[config.mk]
export PLATFORM = sky130hd
export DESIGN_NAME = argmax_top2
export DESIGN_NICKNAME = d
export VERILOG_FILES = /design/src/rtl/cnn_pkg.sv /design/src/rtl/top2_update.sv /design/src/rtl/argmax_top2.sv
export SDC_FILE = /design/constraint.sdc
export NUM_CORES = 1
export LEC_CHECK = 0
export ABC_AREA = 1
export CELL_PAD_IN_SITES_DETAIL_PLACEMENT = 2
export CELL_PAD_IN_SITES_GLOBAL_PLACEMENT = 2
export CORE_MARGIN = 4
export CORE_UTILIZATION = 33
export CTS_BUF_LIST = sky130_fd_sc_hd__clkbuf_16
export CTS_CLUSTER_DIAMETER = 30
export DETAILED_ROUTE_END_ITERATION = 6
export DONT_BUFFER_PORTS = 1
export PLACE_DENSITY = 0.65
export SLEW_MARGIN = 20
export SYNTH_ARGS = -nofsm -noshare
export SYNTH_HDL_FRONTEND = slang
export SYNTH_SLANG_ARGS = --single-unit
[constraint.sdc]
create_clock -name clk -period 6.1 [get_ports clk]
set_clock_uncertainty 0.05 [all_clocks]
set_input_delay 1.525 -clock clk [delete_from_list [all_inputs] [get_ports clk]]
set_output_delay 1.525 -clock clk [all_outputs]
set_load 0.005 [all_outputs]
[src/rtl/cnn_pkg.sv]
// cnn_pkg: definitions shared by the CNN datapath stages (conv, dense, argmax).
//   DATA_WIDTH_DEFAULT : default logit / activation width
//   S_MAX, S_MIN       : signed saturation limits at the default width
//   state_t            : 2-bit scan FSM encoding used by the argmax stage
package cnn_pkg;

  localparam int DATA_WIDTH_DEFAULT = 16;

  localparam logic signed [DATA_WIDTH_DEFAULT-1:0] S_MAX =
    {1'b0, {(DATA_WIDTH_DEFAULT-1){1'b1}}};
  localparam logic signed [DATA_WIDTH_DEFAULT-1:0] S_MIN =
    {1'b1, {(DATA_WIDTH_DEFAULT-1){1'b0}}};

  typedef enum logic [1:0] {
    IDLE   = 2'd0,
    SCAN   = 2'd1,
    FINISH = 2'd2
  } state_t;

endpackage

[src/rtl/top2_update.sv]
// top2_update: combinational step of a running best / second-best tracker.
//   best, best_i, second : current tracker contents
//   v, i                 : candidate value and its class index
//   best_next, best_i_next, second_next : tracker after considering v
// Comparisons are strict, so an equal later value never displaces the
// current best; it can only become the second-best (margin 0 on ties).
module top2_update
  import cnn_pkg::*;
#(
  parameter int DATA_WIDTH = DATA_WIDTH_DEFAULT,
  parameter int IDX_W      = 4
) (
  input  logic signed [DATA_WIDTH-1:0] best,
  input  logic        [IDX_W-1:0]      best_i,
  input  logic signed [DATA_WIDTH-1:0] second,
  input  logic signed [DATA_WIDTH-1:0] v,
  input  logic        [IDX_W-1:0]      i,
  output logic signed [DATA_WIDTH-1:0] best_next,
  output logic        [IDX_W-1:0]      best_i_next,
  output logic signed [DATA_WIDTH-1:0] second_next
);

  always_comb begin
    best_next   = best;
    best_i_next = best_i;
    second_next = second;
    if (v > best) begin
      // old best slides down to second place
      second_next = best;
      best_next   = v;
      best_i_next = i;
    end else if (v > second) begin
      second_next = v;
    end
  end

endmodule

[src/rtl/argmax_top2.sv]
// argmax_top2: classification stage after the fully-connected layer.
// On start the logits are snapshotted and scanned one per cycle, tracking
// the best and second-best score. Results are committed in one cycle and
// held until the next completed run.
//   clk       : clock, rising edge
//   reset     : synchronous, active-high
//   start     : one-cycle run request (accepted only while idle)
//   in_vec    : NUM_CLASSES signed logits
//   class_idx : index of the maximum logit (lowest index on ties)
//   max_val   : maximum logit
//   margin    : max_val minus second-best, unsigned
//   busy      : run in progress (low again in the done cycle)
//   done      : one-cycle pulse, outputs valid in that cycle
//   valid     : sticky, set by the first done after reset
module argmax_top2
  import cnn_pkg::*;
#(
  parameter int DATA_WIDTH  = DATA_WIDTH_DEFAULT,
  parameter int NUM_CLASSES = 10,
  parameter int IDX_W       = (NUM_CLASSES > 1) ? $clog2(NUM_CLASSES) : 1
) (
  input  logic                        clk,
  input  logic                        reset,
  input  logic                        start,
  input  logic signed [DATA_WIDTH-1:0] in_vec [0:NUM_CLASSES-1],
  output logic        [IDX_W-1:0]      class_idx,
  output logic signed [DATA_WIDTH-1:0] max_val,
  output logic        [DATA_WIDTH-1:0] margin,
  output logic                        busy,
  output logic                        done,
  output logic                        valid
);

  // Most negative value at this instance's width; the tracker starts here so
  // any real logit (including the minimum itself) can occupy second place.
  localparam logic signed [DATA_WIDTH-1:0] SCAN_MIN =
    {1'b1, {(DATA_WIDTH-1){1'b0}}};
  localparam logic [IDX_W-1:0] LAST_IDX = IDX_W'(NUM_CLASSES - 1);

  state_t state_reg;
  state_t state_next;

  logic signed [DATA_WIDTH-1:0] snap_reg [0:NUM_CLASSES-1];
  logic        [IDX_W-1:0]      i_reg;
  logic signed [DATA_WIDTH-1:0] best_reg;
  logic        [IDX_W-1:0]      best_i_reg;
  logic signed [DATA_WIDTH-1:0] second_reg;

  logic signed [DATA_WIDTH-1:0] best_next;
  logic        [IDX_W-1:0]      best_i_next;
  logic signed [DATA_WIDTH-1:0] second_next;
  logic        [DATA_WIDTH-1:0] margin_next;

  logic        [IDX_W-1:0]      class_idx_reg;
  logic signed [DATA_WIDTH-1:0] max_val_reg;
  logic        [DATA_WIDTH-1:0] margin_reg;
  logic                         busy_reg;
  logic                         done_reg;
  logic                         valid_reg;

  top2_update #(
    .DATA_WIDTH (DATA_WIDTH),
    .IDX_W      (IDX_W)
  ) u_update (
    .best        (best_reg),
    .best_i      (best_i_reg),
    .second      (second_reg),
    .v           (snap_reg[i_reg]),
    .i           (i_reg),
    .best_next   (best_next),
    .best_i_next (best_i_next),
    .second_next (second_next)
  );

  // best >= second always holds, so the true difference lies in
  // [0, 2^DATA_WIDTH-1]; its low DATA_WIDTH bits are exactly the modular
  // DATA_WIDTH-bit difference, with no wrap in the unsigned reading.
  assign margin_next = DATA_WIDTH'(best_reg - second_reg);

  always_comb begin
    state_next = state_reg;
    case (state_reg)
      IDLE:    if (start) state_next = SCAN;
      SCAN:    if (i_reg == LAST_IDX) state_next = FINISH;
      FINISH:  state_next = IDLE;
      default: state_next = IDLE;
    endcase
  end

  always_ff @(posedge clk) begin
    if (reset) begin
      state_reg     <= IDLE;
      class_idx_reg <= '0;
      max_val_reg   <= '0;
      margin_reg    <= '0;
      busy_reg      <= 1'b0;
      done_reg      <= 1'b0;
      valid_reg     <= 1'b0;
    end else begin
      state_reg <= state_next;
      done_reg  <= 1'b0;
      case (state_reg)
        IDLE: begin
          if (start) begin
            snap_reg   <= in_vec;
            i_reg      <= '0;
            best_reg   <= SCAN_MIN;
            best_i_reg <= '0;
            second_reg <= SCAN_MIN;
            busy_reg   <= 1'b1;
          end
        end
        SCAN: begin
          best_reg   <= best_next;
          best_i_reg <= best_i_next;
          second_reg <= second_next;
          if (i_reg != LAST_IDX) begin
            i_reg <= i_reg + IDX_W'(1);
          end
        end
        FINISH: begin
          class_idx_reg <= best_i_reg;
          max_val_reg   <= best_reg;
          margin_reg    <= margin_next;
          done_reg      <= 1'b1;
          valid_reg     <= 1'b1;
          busy_reg      <= 1'b0;
        end
        default: ;
      endcase
    end
  end

  assign class_idx = class_idx_reg;
  assign max_val   = max_val_reg;
  assign margin    = margin_reg;
  assign busy      = busy_reg;
  assign done      = done_reg;
  assign valid     = valid_reg;

endmodule

== Word-level counts from Yosys, hierarchy flattened ==
Index checks and enable logic that the tools add are counted.
Storage, ports and cells
  register bits after elaboration: 241
  output and inout port bits: 39
  word-level logic and storage cells: 66
Cells by class
  add/subtract/negate cells: 2
  $lt $le $gt $ge: 3
  eq/ne operators: 9
  mux-type cells: 20
  bitwise gates (word level): 2
  reductions and logical operators: 9
Operators by type and width (count)
  $mux 16: 6
  $bmux 16 s4: 1
  $pmux 16 s2: 2
  $gt 16x16->1: 2
  $pmux 4 s2: 2
  $sub 16x16->16: 1
  $mux 4: 3
  $reduce_and 4->1: 3
  $ne 2x2->1 const B: 3
  $ge 5x5->1 const B: 1
  $not 4->5: 1
  $add 4x1->4 const B: 1
  $eq 4x4->1 const B: 1
  $mux 2: 2
  $ne 4x4->1 const B: 1
  $pmux 2 s2: 1
  $reduce_and 2->1: 2
  $reduce_bool 2->1: 2
  $ne 3x1->1 const B: 1
  $reduce_and 3->1: 1
  $eq 2x1->1 const B: 1
  $eq 2x2->1 const B: 1
  $logic_not 2->1: 1
  $mux 1: 2
  3 further kinds: 3

== Logic depth before layout (Yosys ltp) ==
  depth in word-level cells: 8
  depth in mapped cells: 24
  gate-level depth less buffers: 22

== Hierarchy ==
Synthesis repeated with hierarchy kept, for this count alone.
Second synthesis, totals
  cell total of the unflattened synthesis: 1215
  area, all modules: 12161.7 sq um
By module, submodules not included
  argmax_top2: instances 1, cells an instance 913, area an instance 10152.2 sq um, seq. area each 6826.5 sq um
  top2_update: instances 1, cells an instance 302, area an instance 2009.4 sq um, seq. area each 0.0 sq um

== Worst setup path after synthesis ==
Ideal clock, no wire load.
  kind: input port to flip-flop
  start: in reset
  end: reg snap_reg[0] (netlist bit) (enable)
  setup time: 0.513 ns
  arrival: 5.027 ns
  required time: 5.537 ns
  path slack: 0.510 ns
  stages on the path: 4
  path buffers: 1
  cells stage by stage: inv_1 clkbuf_1 nand2_1 inv_1
On the way
  longest elaborated chain between the ends: 2
Ends and longest elaborated chain
  start, declared: RTL line argmax_top2.sv:23  | input logic reset,
  $not 1->1 (no source line)
  $reduce_and 3->1 (no source line)
  end signal, assigned: RTL line argmax_top2.sv:105  | snap_reg <= in_vec;
  end, declared: RTL line argmax_top2.sv:43  | logic signed [DATA_WIDTH-1:0] snap_reg [0:NUM_CLASSES-1];
No other way between the ends.
A chain may end at the register's enable or synchronous reset.

== Worst setup path after layout ==
  start: reg i_reg[1]
  end: reg second_reg[12] (enable)
On the way
  longest elaborated chain between the ends: 7
  elaborated cells between the ends (all ways): 8
  those cells by class: order compare (2); eq/ne (1); mux (3); bitwise (1); reduce/logical (1)
Ends and longest elaborated chain
  start, declared: RTL line argmax_top2.sv:44  | logic [IDX_W-1:0] i_reg;
  start signal, assigned: RTL line argmax_top2.sv:118  | i_reg <= i_reg + IDX_W'(1);
  $not 4->5 (not written as such) *: RTL line argmax_top2.sv:68  | .v (snap_reg[i_reg]),
  $bmux 16 s4 *: RTL line argmax_top2.sv:68
  $mux 16 (not written as such) * (2 in series): RTL line argmax_top2.sv:68
  $gt 16x16->1, on equally long branches: RTL line top2_update.sv:32, top2_update.sv:27
  $ne 3x1->1 (no source line) *
  $reduce_and 4->1 (no source line) *
  end signal, assigned: RTL line argmax_top2.sv:116  | second_reg <= second_next;
  end, declared: RTL line argmax_top2.sv:47  | logic signed [DATA_WIDTH-1:0] second_reg;
Every way passes the cells marked *; elsewhere a longest branch is shown, timed or not. The select of a mux whose other input is x is not followed.

==> out/qor.csv <==
metric,value,unit
outcome,completed,
drv_slew,0,
start_util,33.5,%
cp.arrival,4.76,ns
cts_made_buffers,59,
syn-cell-area,10900,µm²
cts_sinks,241,
r2r-end,second_reg[12],
hpwl,24.3,mm
ir_drop,0.000299,V
hold_path_end,valid,
fp.coreArea,32600,µm²
cp.required,6.19,ns
syn_area_per_cell,10.4,µm²
die_w,190,µm
post_cts_buffers,0,
syn-num-nets,1259,
worstSetupPathType,reg2reg,
synth_enable_flop_cells,200,
die-area,36100,µm²
n_fill_cell,3375,
cellPowerDensity,430,nW/µm²
fmax,0.214,GHz
portBuffers,0,
critPathBufInv,2,
path_clk_slew,0.05,ns
grt_overflow,0,
synthFlopType,edfxtp_1,
routedWlPerCell,22.0,µm
synth_common_cells,"edfxtp_1, nand2_1, nor2_1, o21ai_0, inv_1",
die_h,190,µm
setup_tns,0,ns
critPathSlowestCell,inv_1,
holdPathStages,2,
reg2reg_depth,16,
synth_top_area_share,55.0,%
tightest_slew,1.02,ns
hp-class,reg2reg,
cts_tree,built,
antenna_found_initial,8,
grt_use_total,19.1,%
routabilityCongestion,0.819,
rsz0062_at_grt,false,
htreeDepth,2,
async_flop_share,0,%
syn_inst,1046,
reg2reg_from,i_reg[1],
power.leakage,5.32,nW
dpl_cell_area,11400,µm²
yosysSeqAreaShare,62.5,%
yosys_warnings,0,
drv_cap,0,
synth.most_common_cell,edfxtp_1,
drc,0,
relSlewSlack,31.7,%
r2r_slack,1.43,ns
start_kind,register,
cpPeakStageDelay,0.78,ns
finalHoldViolations,0,
crit_chain,inv_1 -> o21ai_0 -> o221ai_1 -> nand3_1 -> nand2_1 -> ha_1 -> nand2_1 -> inv_1 -> nand2_1 -> a21oi_1 -> nor2_1 -> nand3_2 -> nand3_1 -> nand2_1 -> nand2_1 -> nand2_1,
crit_top_cell,nand2_1,
post_cts_resized,0,
first_pass_iters,4,
ctsHoldBuffers,0,
largest_reg_flops,160,
hold_start,valid,
via_count,7883,
fp-row-count,66,
grt_pass1_wl,52.4,mm
fin_crit_sh,76.5,%
final_nets,1284,
crit_path_end_kind,register,
cp_max_fo,26,
syn2layout_area_growth,23.3,%
drive_gt1_share,11.2,%
ys_top_cells_by_area,"edfxtp_1, dfxtp_1, nand2_1",
grt_start_max_net_pins,85,
avgViaCountPerCell,5.03,
synth_cell_types,35,
holdWs,0.447,ns
totalWireLength,34.5,mm
layout_min_cycle_time,4.67,ns
detail-route-antenna-nets,0,
synth_area_leader_cell,edfxtp_1,
setup_viol,0,
ys_ff_latch,241,
num_io_pins,202,
crit_family,simple AND/OR/NAND/NOR gates,
clock_latency,0.60,ns
cts_root_buffer,clkbuf_16,
cts_buffer_depth,3,
grt_pass1_vias,8615,
first_iter_violations,316,
fin_area,13500,µm²
-- worst max path at each step --
stage | end | from | cells after the start
final | second_reg[12] | i_reg[1] | 16
after global routing | best_reg[7] | i_reg[1] | 18
after CTS | second_reg[12] | i_reg[1] | 14
after detailed placement | best_reg[10] | i_reg[1] | 16
after global placement | best_reg[10] | i_reg[2] | 18
after floorplan | snap_reg[0] | reset | 4
-- placed cells by master (no fill, tap or decap), types with 3 or more instances in the layout --
cell,n
inv_6,11
buf_4,10
clkinv_2,7
o211ai_1,17
clkinv_1,5
bufinv_16,7
xnor2_1,3
ha_1,49
nand4_1,20
inv_1,77
o22ai_1,9
edfxtp_1,200
nand3b_1,4
a21oi_1,66
clkbuf_16,61
clkinv_4,8
dfxtp_1,41
o21bai_1,4
nor2_1,164
o21ai_0,104
nand3_1,30
o221ai_1,16
nand2_1,170
clkinvlp_4,5
diode_2,4
a21o_1,4
xor2_1,5
-- area by class of cell --
cell class | count | area (µm²) | area share [%]
Multi-Input combinational cell | 680 | 3610 | 26.8
Timing Repair Buffer | 12 | 115 | 0.855
Clock buffer | 61 | 1530 | 11.3
Antenna cell | 4 | 10.0 | 0.0743
Inverter | 77 | 294 | 2.18
Tap cell | 442 | 553 | 4.11
Clock inverter | 49 | 529 | 3.93
Sequential cell | 241 | 6830 | 50.7
-- metal layers --
layer	track usage, %	part of all wire [%]	up-vias
met5	0	0.11	-
met1	24.7	45	3839
li1	-	-	3757
met3	6.28	7.2	55
met4	4.90	1.7	8
met2	31.0	46	224
-- worst reg2reg max path, cell delays in order (launching register included) --
cell and delay [ns]:
edfxtp_1 0.44, inv_1 0.78, o21ai_0 0.22, o221ai_1 0.33, nand3_1 0.23, nand2_1 0.19
ha_1 0.25, nand2_1 0.07, inv_1 0.05, nand2_1 0.07, a21oi_1 0.06, nor2_1 0.22
nand3_2 0.39, nand3_1 0.24, nand2_1 0.07, nand2_1 0.08, nand2_1 0.47
-- metrics by stage --
step           std cells  power [mW]  setup WS (ns)  utilization [%]
6_report            1566        5.79           1.43             41.3
5_1_grt             1566        6.06          0.961             41.3
4_1_cts             1562        5.87           1.26             41.3
3_5_place_dp        1452        2.64           1.26             35.0
3_3_place_gp        1452        2.61           1.50             34.9
2_1_floorplan       1046        2.42          0.510                -
-- where the power goes --
part / internal [mW] / total (mW) / switching, mW
registers: 1.89 / 1.93 / 0.0358
clock network: 2.13 / 3.18 / 1.05
logic: 0.206 / 0.678 / 0.472
total: 4.23 / 5.79 / 1.56
-- kinds of logic after synthesis --
kind of cell / after synthesis / share of synthesized area (%)
fa+ha+maj: 50 / 5.79
compound gates: 224 / 11.6
simple gates: 398 / 15.0
flops: 241 / 62.5
buf+inv: 125 / 4.56
xor+xnor: 8 / 0.641
No activity file was read; power rests on OpenSTA's default activity.
